$ cat config.mk
export PLATFORM = sky130hd
export DESIGN_NAME = lstm_step_sequencer
export DESIGN_NICKNAME = d
export VERILOG_FILES = /design/src/rtl/lstm_step_sequencer.sv
export SDC_FILE = /design/constraint.sdc
export NUM_CORES = 1
export LEC_CHECK = 0
export BUFFER_PORTS_ARGS = -buffer_cell sky130_fd_sc_hd__buf_2
export CELL_PAD_IN_SITES_DETAIL_PLACEMENT = 1
export CELL_PAD_IN_SITES_GLOBAL_PLACEMENT = 1
export CORE_AREA = 10 10 96 98
export DETAILED_ROUTE_END_ITERATION = 16
export DIE_AREA = 0 0 106 108
export GPL_ROUTABILITY_DRIVEN = 0
export PLACE_DENSITY = 0.89
export SYNTH_ARGS = -nofsm -noshare
export SYNTH_HDL_FRONTEND = slang
export SYNTH_SLANG_ARGS = --single-unit
$ cat constraint.sdc
create_clock -name clk -period 3.65 [get_ports clk]
set_input_delay 0.365 -clock clk [delete_from_list [all_inputs] [get_ports clk]]
set_output_delay 0.365 -clock clk [all_outputs]
set_load 0.005 [all_outputs]
$ cat src/rtl/lstm_step_sequencer.sv
// ============================================================================
// lstm_step_sequencer: timestep controller for an LSTM cell and its ROM bank.
// Rev 1.0
// ============================================================================
`default_nettype none

module lstm_step_sequencer #(
  parameter int DATA_W    = 8,
  parameter int ADDR_W    = 8,
  parameter int ADDR_BASE = 0,
  parameter int SEQ_LEN   = 16,
  parameter int ROM_LAT   = 1,
  parameter int CELL_LAT  = 2
) (
  input  logic              clk,
  input  logic              rst_n,
  input  logic              in_valid,
  input  logic [DATA_W-1:0] in_data,
  input  logic              in_first,
  output logic              in_ready,
  input  logic              abort,
  input  logic              of_clr,
  input  logic [DATA_W-1:0] lstm_hout,
  input  logic [DATA_W-1:0] lstm_cout,
  input  logic              lstm_of,
  output logic [ADDR_W-1:0] rom_addr,
  output logic              rom_cen,
  output logic              lstm_cen,
  output logic [DATA_W-1:0] lstm_in,
  output logic [DATA_W-1:0] prev_h,
  output logic [DATA_W-1:0] prev_c,
  output logic              out_valid,
  output logic [DATA_W-1:0] out_data,
  output logic              out_last,
  input  logic              out_ready,
  output logic [ADDR_W-1:0] step_idx,
  output logic              busy,
  output logic              of_sticky
);

  typedef enum logic [2:0] {
    S_IDLE    = 3'd0,
    S_FETCH   = 3'd1,
    S_COMPUTE = 3'd2,
    S_WB      = 3'd3,
    S_OUT     = 3'd4
  } state_t;

  state_t            state, state_nxt;
  logic [15:0]       cnt, cnt_nxt;
  logic [ADDR_W-1:0] t;
  logic              last_step;
  logic              accept;

  assign last_step = (t == ADDR_W'(SEQ_LEN - 1));
  assign accept    = (state == S_IDLE) && in_valid && !abort;
  assign rom_addr  = ADDR_W'(ADDR_BASE) + t;
  assign step_idx  = t;

  always_ff @(posedge clk or negedge rst_n) begin
    if (!rst_n) begin
      state <= S_IDLE;
      cnt   <= '0;
    end else begin
      state <= state_nxt;
      cnt   <= cnt_nxt;
    end
  end

  always_comb begin
    state_nxt = state;
    cnt_nxt   = cnt;
    in_ready  = 1'b0;
    rom_cen   = 1'b0;
    lstm_cen  = 1'b0;
    out_valid = 1'b0;
    out_last  = 1'b0;
    busy      = 1'b1;
    case (state)
      S_IDLE: begin
        in_ready = 1'b1;
        busy     = 1'b0;
        if (accept) begin
          state_nxt = S_FETCH;
          cnt_nxt   = '0;
        end
      end
      S_FETCH: begin
        rom_cen = 1'b1;
        if (cnt == 16'(ROM_LAT - 1)) begin
          state_nxt = S_COMPUTE;
          cnt_nxt   = '0;
        end else begin
          cnt_nxt = cnt + 16'd1;
        end
      end
      S_COMPUTE: begin
        // ROM stays enabled so its outputs are held while the cell runs
        rom_cen  = 1'b1;
        lstm_cen = 1'b1;
        if (cnt == 16'(CELL_LAT - 1)) begin
          state_nxt = S_WB;
          cnt_nxt   = '0;
        end else begin
          cnt_nxt = cnt + 16'd1;
        end
      end
      S_WB: begin
        state_nxt = S_OUT;
      end
      S_OUT: begin
        out_valid = 1'b1;
        out_last  = last_step;
        if (out_ready) state_nxt = S_IDLE;
      end
      default: begin
        state_nxt = S_IDLE;
      end
    endcase
    if (abort) begin
      state_nxt = S_IDLE;
      cnt_nxt   = '0;
    end
  end

  always_ff @(posedge clk or negedge rst_n) begin
    if (!rst_n) begin
      t        <= '0;
      lstm_in  <= '0;
      prev_h   <= '0;
      prev_c   <= '0;
      out_data <= '0;
    end else if (abort) begin
      t      <= '0;
      prev_h <= '0;
      prev_c <= '0;
    end else begin
      if (accept) begin
        lstm_in <= in_data;
        if (in_first) begin
          t      <= '0;
          prev_h <= '0;
          prev_c <= '0;
        end
      end
      if (state == S_WB) begin
        prev_h   <= lstm_hout;
        prev_c   <= lstm_cout;
        out_data <= lstm_hout;
      end
      if (state == S_OUT && out_ready) begin
        if (last_step) begin
          t      <= '0;
          prev_h <= '0;
          prev_c <= '0;
        end else begin
          t <= t + 1'b1;
        end
      end
    end
  end

  // A writeback overflow beats a simultaneous clear
  always_ff @(posedge clk or negedge rst_n) begin
    if (!rst_n) begin
      of_sticky <= 1'b0;
    end else if (state == S_WB && lstm_of) begin
      of_sticky <= 1'b1;
    end else if (of_clr) begin
      of_sticky <= 1'b0;
    end
  end

endmodule

`default_nettype wire

==> results_dict.tcl <==
set metrics [dict create \
    tightestPinTransition_ps 912 \
    yosysSeqAreaShare 0.492 \
    swShare 0.302 \
    synth.top_cell.area_share 0.492 \
    cts_resized 0 \
    hpwl_um 6410 \
    antenna_found_initial 0 \
    critPathMaxStageDelay_ps 560 \
    grt-ovfl-total 0 \
    syn-mean-instance-area_um2 10.6 \
    first_iter_violations 110 \
    rsz0062_at_grt "no" \
    power_frac_clock 0.330 \
    clk_pin_slew_worst_paths_ps 80 \
    cts.sinks 60 \
    fp.dieH_um 108 \
    std_cell_rows 32 \
    drc 0 \
    slew_headroom 0.391 \
    cts_tree "built" \
    slew_viol_final 0 \
    ys_ff_latch 60 \
    via_count 2600 \
    p_leak_nw 1.71 \
    start_kind "flip-flop" \
    initial_core_util 0.410 \
    n_antenna_cell 0 \
    p_switching_mw 0.548 \
    layout-drive-gt1-share 0.357 \
    synthCells 287 \
    via_per_inst 5.54 \
    wl_um 8570 \
    die_w_um 106 \
    finalPower_mw 1.82 \
    ys_warn_count 0 \
    wl_per_cell_um 18.3 \
    cts_buffers 9 \
    hold_path.class "in -> async" \
    maxCapViolations 0 \
    numPortBuffers 86 \
    endpoint_kind "primary output" \
    hold_viol 0 \
    h-tree-depth 3 \
    die_area_mm2 0.0114 \
    synth_edf_count 0 \
    ir_worst_vdd_v 0.000314 \
    power_frac_comb 0.215 \
    drt-pass1-iter-count 5 \
    synth_area_mm2 0.00305 \
    pwr-share-seq 0.454 \
    ys_async_sr_fraction 1.00 \
    period_share 0.598 \
    yosys-top-cells-area "dfrtp_1 (49%), mux2_2 (6.3%), a22oi_1 (4.9%)" \
    syn_nets 323 \
    fin_crit_ps 2180 \
    path_class "reg -> out" \
    core-area_mm2 0.00745 \
    internal_power_mw 1.27 \
    grt_use_total 0.152 \
    status "finished clean" \
    grt_pass1_vias 2822 \
    finalClockSkew_ps 7.55 \
    cts_root_buf "clkbuf_8" \
    cp_max_fo 13 \
    clkLatencyLatePin_ps 340 \
    fin_nets 398 \
    post_cts_buffers 0 \
    grt_start_max_net_pins 32 \
    grt_pass1_wl_um 14200 \
    crit_arrival_ps 1820 \
    crit_chain "or3b_1 -> nor3b_2 -> buf_2" \
    finalSetupViolCount 0 \
    synth_ff_type "dfrtp_1" \
    cpMaxStageDelayCell "or3b_1" \
    fill_cells 880 \
    timing.fmax_mhz 458 \
    cts_hold_buf 0 \
    power_density_mw_per_mm2 495 \
    setup_tns_ps 0 \
    synth_cell_type_count 50 \
    required_ps 3280 \
    area_delta_synth_final_pct 20.2 \
    ios 87 \
    ant_nets 0 \
    yosys.area.top_type "dfrtp_1" \
    clockBufferDepth 2 \
]
worst paths after layout:
kind / depth (start not counted) / from / to / slack [ps]
max: 3 / state[1] / out_last / 1470
min: 1 / rst_n / cnt[1] / 70
max reg2reg: 4 / state[2] / prev_h[3] / 1500
min reg2reg: 1 / lstm_in[7] / lstm_in[7] / 510
max in group asynchronous: 2 / rst_n / lstm_in[3] / 2710
min in group clk: 2 / of_clr / of_sticky / 200
cells in the final DEF, fill, tap and decap left out, types with 2 or more instances in the layout:
| cell type | n |
|---|---|
| buf_2 | 86 |
| dfrtp_1 | 60 |
| nor2_1 | 29 |
| a22oi_1 | 20 |
| mux2_2 | 17 |
| a21oi_1 | 16 |
| nand2_1 | 15 |
| o31ai_1 | 10 |
| or4_1 | 10 |
| inv_1 | 9 |
| clkbuf_8 | 9 |
| nand3_1 | 8 |
| nand4_1 | 6 |
| nor3_1 | 5 |
| mux2i_1 | 5 |
| o21ai_0 | 4 |
| ha_1 | 4 |
| clkinv_4 | 4 |
| or3_1 | 3 |
| or3b_1 | 3 |
| nor4_1 | 3 |
| and3_1 | 3 |
| and3b_1 | 2 |
| and2_1 | 2 |
| nand2b_1 | 2 |
| a22o_1 | 2 |
| and4_1 | 2 |
| a21oi_2 | 2 |
| a211oi_1 | 2 |
| o21a_1 | 2 |
area by class of cell:
cell class,count,area [um2],share of cell area
clock inverter,7,77.6,0.0211
clock buffer,9,124,0.0337
inverter,9,33.8,0.00920
tap,102,128,0.0348
sequential,60,1500,0.409
timing repair buffer,87,438,0.119
multi-input combinational,195,1370,0.373
flip-flops by register name, summed over array words and instances, names as in the netlist:
name	count
prev_c	8
step_idx	8
of_sticky	1
state	3
prev_h	8
cnt	16
lstm_in	8
out_data	8
routing by layer:
| layer | wire length (um) | vias up | track usage |
|---|---|---|---|
| met3 | 822 | 13 | 0.0726 |
| li1 | - | 1204 | - |
| met2 | 4140 | 87 | 0.247 |
| met1 | 3470 | 1296 | 0.171 |
| met5 | 0 | - | 0 |
| met4 | 138 | 0 | 0.0542 |
stage by stage:
step / instances / utilization / instance area (um2) / setup WS [ps] / hold slack (ps)
2_1_floorplan: 287 / - / 3050 / 1950 / 69.4
3_3_place_gp: 453 / 0.466 / 3470 / 1570 / 462
3_5_place_dp: 453 / 0.466 / 3470 / 1540 / 467
4_1_cts: 469 / 0.493 / 3670 / 1440 / 90.5
5_1_grt: 469 / 0.493 / 3670 / 1260 / 121
6_report: 469 / 0.493 / 3670 / 1470 / 71.4
logic make-up (layout without fill, tap and decap cells):
kind of cell / Yosys count / count (layout) / share of synthesized area
AO/OA/AOI/OAI: 66 / 66 / 0.162
XOR/XNOR: 2 / 2 / 0.00574
adder cells (fa/ha/maj): 4 / 4 / 0.0164
buffers and inverters: 32 / 112 / 0.0602
flip-flops: 60 / 60 / 0.492
multiplexers: 23 / 23 / 0.0828
AND/OR/NAND/NOR: 100 / 100 / 0.181
synthesized netlist by cell type (5+ instances only):
cell	n
dfrtp_1	60
mux2i_1	5
nand3_1	8
or4_1	10
nor3_1	5
buf_2	6
nor2_1	29
mux2_2	17
nand4_1	6
o31ai_1	10
a22oi_1	20
a21oi_1	16
nand2_1	15
buf_4	11
inv_1	9
critical path: cells and delay by family, from the launching register on:
kind / cells / cell delay, ps
buffers and inverters: 1 / 150
flip-flops: 1 / 510
AND/OR/NAND/NOR: 2 / 810
power groups by stage:
stage | Combinational [mW] | Sequential (mW) | Clock, mW
2_1_floorplan | 0.219 | 0.826 | 0
3_3_place_gp | 0.384 | 0.827 | 0
3_5_place_dp | 0.399 | 0.838 | 0
4_1_cts | 0.400 | 0.827 | 0.614
5_1_grt | 0.436 | 0.840 | 0.648
6_report | 0.391 | 0.826 | 0.600
(Power assumes the default switching activity.)
